===== config.mk =====
export PLATFORM = sky130hd
export DESIGN_NAME = mu0_sequencer
export DESIGN_NICKNAME = d
export VERILOG_FILES = /design/src/rtl/mu0_pkg.sv /design/src/rtl/mu0_sequencer_step_sync.sv /design/src/rtl/mu0_sequencer.sv
export SDC_FILE = /design/constraint.sdc
export NUM_CORES = 1
export LEC_CHECK = 0
export CORE_AREA = 10 10 75 77
export DETAILED_ROUTE_END_ITERATION = 10
export DIE_AREA = 0 0 85 87
export DONT_BUFFER_PORTS = 1
export PLACE_DENSITY = 0.6
export SLEW_MARGIN = 20
export SYNTH_ARGS = -nofsm -noshare
export SYNTH_HDL_FRONTEND = slang
export SYNTH_HIERARCHICAL = 1
export SYNTH_SLANG_ARGS = --single-unit
export TNS_END_PERCENT = 50

===== constraint.sdc =====
create_clock -name clk -period 1.7 [get_ports clk]
set_clock_uncertainty 0.15 [all_clocks]
set_input_delay 0.34 -clock clk [delete_from_list [all_inputs] [get_ports clk]]
set_output_delay 0.34 -clock clk [all_outputs]
set_load 0.1 [all_outputs]

===== src/rtl/mu0_pkg.sv =====
// Shared MU0 definitions: sequencer state encoding, opcode map and counter width.
package mu0_pkg;

  localparam int DEF_CNT_W = 16;

  // Registered one-hot so every phase strobe is a single flop output.
  typedef enum logic [4:0] {
    FETCH = 5'b00001,
    EXEC1 = 5'b00010,
    EXEC2 = 5'b00100,
    PAUSE = 5'b01000,
    HALT  = 5'b10000
  } state_e;

  localparam logic [3:0] OP_LDA = 4'b0000;
  localparam logic [3:0] OP_STA = 4'b0001;
  localparam logic [3:0] OP_ADD = 4'b0010;
  localparam logic [3:0] OP_SUB = 4'b0011;
  localparam logic [3:0] OP_JMP = 4'b0100;
  localparam logic [3:0] OP_JGE = 4'b0101;
  localparam logic [3:0] OP_JNE = 4'b0110;
  localparam logic [3:0] OP_STP = 4'b0111;
  localparam logic [3:0] OP_AND = 4'b1000;
  localparam logic [3:0] OP_LSL = 4'b1001;
  localparam logic [3:0] OP_LSR = 4'b1010;

endpackage


===== src/rtl/mu0_sequencer_step_sync.sv =====
// Step push-button synchroniser followed by a one-cycle rising-edge detector.
module step_sync #(
  parameter int SYNC_STAGES = 2
) (
  input  logic clk,
  input  logic reset,
  input  logic step_btn,
  output logic step_pulse
);

  logic [SYNC_STAGES-1:0] sync_q;
  logic                   prev_q;

  always_ff @(posedge clk or posedge reset) begin
    if (reset) begin
      sync_q <= '0;
      prev_q <= 1'b0;
    end else begin
      sync_q <= {sync_q[SYNC_STAGES-2:0], step_btn};
      prev_q <= sync_q[SYNC_STAGES-1];
    end
  end

  // A held button yields one pulse: only the 0->1 change of the synced level fires.
  assign step_pulse = sync_q[SYNC_STAGES-1] & ~prev_q;

endmodule


===== src/rtl/mu0_sequencer.sv =====
// MU0 timing-state generator: fetch/exec1/exec2 phase strobes, sticky halt,
// single-step control and retired-instruction / active-cycle counters.
module mu0_sequencer
  import mu0_pkg::*;
#(
  parameter int         CNT_W       = DEF_CNT_W,
  parameter logic [3:0] STP_OPCODE  = OP_STP,
  parameter int         SYNC_STAGES = 2
) (
  input  logic             clk,
  input  logic             reset,
  input  logic [3:0]       op,
  input  logic             extra,
  input  logic             step_mode,
  input  logic             step_btn,
  output logic             fetch,
  output logic             exec1,
  output logic             exec2,
  output logic             halted,
  output logic             paused,
  output logic [CNT_W-1:0] retired_count,
  output logic [CNT_W-1:0] cycle_count
);

  state_e           state_q, state_d;
  logic             step_pulse;
  logic             retire;
  logic [CNT_W-1:0] retired_q, cycle_q;

  step_sync #(.SYNC_STAGES(SYNC_STAGES)) u_step_sync (
    .clk        (clk),
    .reset      (reset),
    .step_btn   (step_btn),
    .step_pulse (step_pulse)
  );

  always_ff @(posedge clk or posedge reset) begin
    if (reset) state_q <= FETCH;
    else       state_q <= state_d;
  end

  // Step pulses outside PAUSE are simply not looked at, so they are dropped.
  always_comb begin
    state_d = state_q;
    unique case (state_q)
      FETCH: state_d = EXEC1;
      EXEC1: begin
        if (op == STP_OPCODE) state_d = HALT;
        else if (extra)       state_d = EXEC2;
        else if (step_mode)   state_d = PAUSE;
        else                  state_d = FETCH;
      end
      EXEC2: state_d = step_mode ? PAUSE : FETCH;
      PAUSE: if (!step_mode || step_pulse) state_d = FETCH;
      HALT:  state_d = HALT;
      default: state_d = FETCH;
    endcase
  end

  always_comb begin
    fetch  = 1'b0;
    exec1  = 1'b0;
    exec2  = 1'b0;
    paused = 1'b0;
    halted = 1'b0;
    unique case (state_q)
      FETCH:   fetch  = 1'b1;
      EXEC1:   exec1  = 1'b1;
      EXEC2:   exec2  = 1'b1;
      PAUSE:   paused = 1'b1;
      HALT:    halted = 1'b1;
      default: ;
    endcase
  end

  // An instruction retires on its last execute cycle; STP never completes.
  assign retire = (state_q == EXEC2) ||
                  (state_q == EXEC1 && op != STP_OPCODE && !extra);

  always_ff @(posedge clk or posedge reset) begin
    if (reset) begin
      retired_q <= '0;
      cycle_q   <= '0;
    end else begin
      if (retire) retired_q <= retired_q + CNT_W'(1);
      if (fetch || exec1 || exec2) cycle_q <= cycle_q + CNT_W'(1);
    end
  end

  assign retired_count = retired_q;
  assign cycle_count   = cycle_q;

endmodule


-- After elaboration in Yosys (flattened, before gate mapping)
Index checks and enable logic that the tools add are counted.
- flip-flop bits (word level): 40
- bits in latches: 0
- bits in writable memories: 0
- bits in read-only memories: 0
- input bits: 9
- output and inout bits: 37
- logic and storage cells: 35
- memories: 0
- add/sub/neg operators: 2
- multipliers: 0
- div/mod/pow operators: 0
- magnitude comparators: 0
- equal/unequal tests: 8
- shifts and indexed selects: 0
- mux-type cells: 10
- bitwise gates (word level): 2
- reduce and logical (&&, ||, !) cells: 8
- operators by type and width (operator ; number):
    $add 16x1->16 const B ; 2
    $pmux 5 s5 ; 1
    $mux 5 ; 2
    $mux 4 ; 2
    $eq 5x1->1 const B ; 1
    $eq 5x2->1 const B ; 1
    $eq 5x3->1 const B ; 1
    $eq 5x4->1 const B ; 1
    $eq 5x5->1 const B ; 1
    $mux 1 ; 5
    $eq 4x3->1 const B ; 1
    $logic_or 1x1->1 ; 4
    $ne 4x3->1 const B ; 1
    $logic_and 1x1->1 ; 2
    $logic_not 1->1 ; 2
    $ne 2x2->1 const B ; 1
    $and 1x1->1 ; 1
    $not 1->1 ; 1

-- Depth between registers and ports, before layout
- depth after elaboration: 5
- mapped depth: 6
- depth with buffers taken out: 6

-- Hierarchy
The synthesis kept the hierarchy.
- by module, submodules not included (module ; times used ; cells an instance ; area each (µm²) ; seq. area each (µm²)):
    mu0_sequencer ; 1 ; 154 ; 1734.2 ; 927.1
    step_sync ; 1 ; 5 ; 92.6 ; 75.1

-- Worst setup path before layout
No wires, ideal clock.
- path type: register to output
- from: reg state_q[0]
- to: out fetch
- data arrival time: 2.672 ns
- required time: 1.210 ns
- path slack: -1.462 ns
- cell stages (with the launch flop): 3
- buffers on the path: 0
- cells stage by stage: dfstp_2 -> nand2_1 -> nor3_1
- word-level cells in the longest chain between the ends: 2
- ends and longest elaborated chain (element ; RTL line ; RTL):
    start, declared ; mu0_sequencer.sv:25 ; state_e state_q, state_d;
    start signal, assigned ; mu0_sequencer.sv:39 ; else state_q <= state_d;
    $eq 5x1->1 ; mu0_sequencer.sv:66 ; unique case (state_q)
    $mux 1 ; mu0_sequencer.sv:66 ;
    end, declared ; mu0_sequencer.sv:16 ; output logic fetch,
Every way passes these cells.

-- Final worst setup path
- from: reg state_q[1]
- to: out exec2
- word-level cells in the longest chain between the ends: 2
- ends and longest elaborated chain (element ; RTL line ; RTL):
    $eq 5x3->1 ; mu0_sequencer.sv:66 ;
    $mux 1 ; mu0_sequencer.sv:66 ;
    end, declared ; mu0_sequencer.sv:18 ; output logic exec2,
Every way passes these cells.

==> results_dict.tcl <==
set metrics [dict create \
    fin_crit_ps 2060 \
    antenna_left 0 \
    first_global_vias 1689 \
    finalMaxSlewViolations 0 \
    die_w_um 85 \
    yosysTopAreaCell "dfrtp_1" \
    seqCellArea_um2 1070 \
    n_fill_cell 288 \
    ys_ff_latch 40 \
    yosysMostFrequentCell "dfrtp_1" \
    synthDistinctLibCells 31 \
    place_ws_ps -114 \
    crit_family "flip-flops" \
    period_share_pct 121 \
    cp_max_fo 5 \
    path_cells "nor3_2 -> nand3b_1 -> buf_4 -> clkinvlp_4 -> buf_12" \
    die_y_um 87 \
    wl_met2_mm 2.57 \
    drtIter0Drc 57 \
    drc_errors 0 \
    synth_fa_ha_area_share_pct 1.37 \
    cts_max_path_buffers 2 \
    vias 1493 \
    root_buffer "clkbuf_8" \
    synth_xor_xnor_area_share_pct 14.9 \
    syn_nets 170 \
    synth_seq_area_share_pct 54.9 \
    peakVddDrop_v 0.00152 \
    synth-simple-area-share_pct 21.2 \
    fmax_mhz 486 \
    whs_ps 24.3 \
    powerDensity_nw_per_um2 1830 \
    portBuffers 0 \
    avgSynthCellArea_um2 11.5 \
    slew_headroom_pct 68.4 \
    first_pass_iters 4 \
    violations "negative setup slack" \
    slowest_delay_ps 480 \
    h-tree-depth 2 \
    placed_area_um2 2470 \
    io_pins 46 \
    synth_top_family_by_area "simple AND/OR/NAND/NOR gates" \
    worstSetupStartpointType "flop" \
    setup_slack_ps -357 \
    rsz0062_at_grt "yes" \
    multi_input_area_um2 947 \
    tns_ps -6830 \
    worst_slew_pin_slew_ps 474 \
    row_count 24 \
    synth-edff-count 0 \
    cts.sinks 40 \
    cts_made_buffers 5 \
    die-area_um2 7400 \
    synth_flop_cell "dfrtp_1" \
    core_um2 4230 \
    syn_inst 159 \
    synth_mux_area_share_pct 1.23 \
    utilization_pct 67.9 \
    synth_top_area_share_pct 53.4 \
    placed_cells 262 \
    final_nets 244 \
    wl_mm 5.07 \
    maxCapViolations 0 \
    critical_path_class "flop to primary output" \
    syn_area_um2 1830 \
    async_reset_ff_share_pct 100 \
    crit_required_ps 1210 \
    synth.area.top_cells "dfrtp_1 53%, xnor2_1 11%, xor2_1 3.8%, nand4_1 3.8%, and3_1 2.4%" \
    hp-class "input port to flop" \
    yosys-top-cells-count "39 x dfrtp_1, 23 x xnor2_1, 11 x nand2_1, 11 x nand4_1, 10 x nor2_1" \
    vias_per_cell 5.22 \
    power_leakage_nw 1.26 \
    grt_max_degree 38 \
    arrival_ps 1570 \
    grt_use_total_pct 13.7 \
    insertion_delay_ps 290 \
    slowest_stage "dfrtp_2" \
    endpoint_kind "primary output" \
    gp_congestion 0.819 \
    place_hpwl_mm 3.37 \
    antenna_found_initial 0 \
    grt_pass1_wl_mm 8.36 \
    overflow 0 \
    path_clk_slew_ps 80 \
    critPathBufInv 3 \
    area_growth_syn_to_layout_pct 57.5 \
    status "complete, but fails checks" \
    synth-compound-area-share_pct 4.18 \
    top_layer "met4" \
    hold_viol_final 0 \
    drive_above_1_share_pct 58.5 \
    stdcell_count 286 \
    design_area_um2 2880 \
    wl_met3_um 346 \
    wl_met1_mm 2.03 \
    cts_tree "yes" \
    power_mw 5.27 \
    wire_per_inst_um 17.7 \
    floorplan.initialDensity_pct 43.1 \
    diodes 0 \
    finalSetupViolCount 37 \
    ys_warn_count 6 \
]
-- area by class of cell --
class | count | share of cell area (%)
timing repair buffer | 69 | 22.1
sequential | 40 | 37.4
clock inverter | 2 | 1.35
clock buffer | 6 | 2.87
tap | 52 | 2.26
multi-input combinational | 110 | 32.9
inverter | 7 | 1.17
-- worst paths after layout --
kind	from	end	slack, ps	cells past startpoint
setup / recovery	state_q[1]	exec2	-360	5
hold / removal	step_mode	state_q[3]	20	2
setup reg to reg	state_q[1]	retired_count[1]	-250	7
hold reg to reg	u_step_sync/sync_q[0]	u_step_sync/sync_q[1]	220	0
max in group asynchronous	reset	cycle_count[1]	570	3
min in group asynchronous	reset	u_step_sync/sync_q[0]	210	2
-- cells in the final DEF, fill, tap and decap left out, types with 2 or more instances in the layout --
master         count
nand3b_1           3
and3_1             6
nand3_2            3
nand2_1           10
nor3_2             3
nor2_4             3
dfrtp_1            9
nand3_1            5
nor3_1             2
and4_1             2
xnor2_1           21
nor2_2             3
xor2_1             7
clkinvlp_4         2
xnor2_2            2
dfrtp_2           16
mux2_4             2
dlygate4sd3_1      3
nor2_1             4
buf_6              9
dfrtp_4           14
nor3_4             3
inv_1              4
nand4_1           11
buf_4             51
buf_12             6
clkbuf_8           6
nand2b_1           2
-- cell families (layout without fill, tap and decap cells) --
| logic type | Yosys count | in the layout |
|---|---|---|
| fa+ha+maj | 2 | 2 |
| xor+xnor | 31 | 31 |
| flops | 40 | 40 |
| compound gates | 8 | 8 |
| mux | 2 | 2 |
| simple gates | 67 | 67 |
| buf+inv | 9 | 84 |
-- report_power, final --
part | total, mW | switching (mW) | internal [mW]
clock network | 0.818 | 0.338 | 0.480
logic | 3.07 | 2.02 | 1.05
registers | 1.38 | 0.174 | 1.21
total | 5.27 | 2.53 | 2.74
-- state kept, by name, summed over array words and instances, names as in the netlist --
| name | cells |
|---|---|
| u_step_sync/sync_q | 2 |
| cycle_count | 16 |
| u_step_sync/prev_q | 1 |
| state_q | 5 |
| retired_count | 16 |
-- repair_timing --
action | 4_1_cts | 5_1_grt
setup endpoints to repair | 29 | 36
hold endpoints to repair | 41 | 0
gates resized for setup | 25 | 11
hold buffers | 3 | 0
pin swaps | 17 | 7
setup buffers | 11 | 2
-- worst reg2reg max path, cell delays in order (launching register included) --
cell and delay (ps):
dfrtp_2 480, nor3_2 210, nand3b_1 160, buf_4 160, buf_4 130, o31ai_4 60
buf_12 180, mux2_4 310
-- metal layers --
layer  up-vias  track usage (%)
met5         -                0
met4         0             5.54
met3        15             5.43
met2        47             23.9
met1       738             14.5
li1        693                -
(Power assumes the default switching activity.)
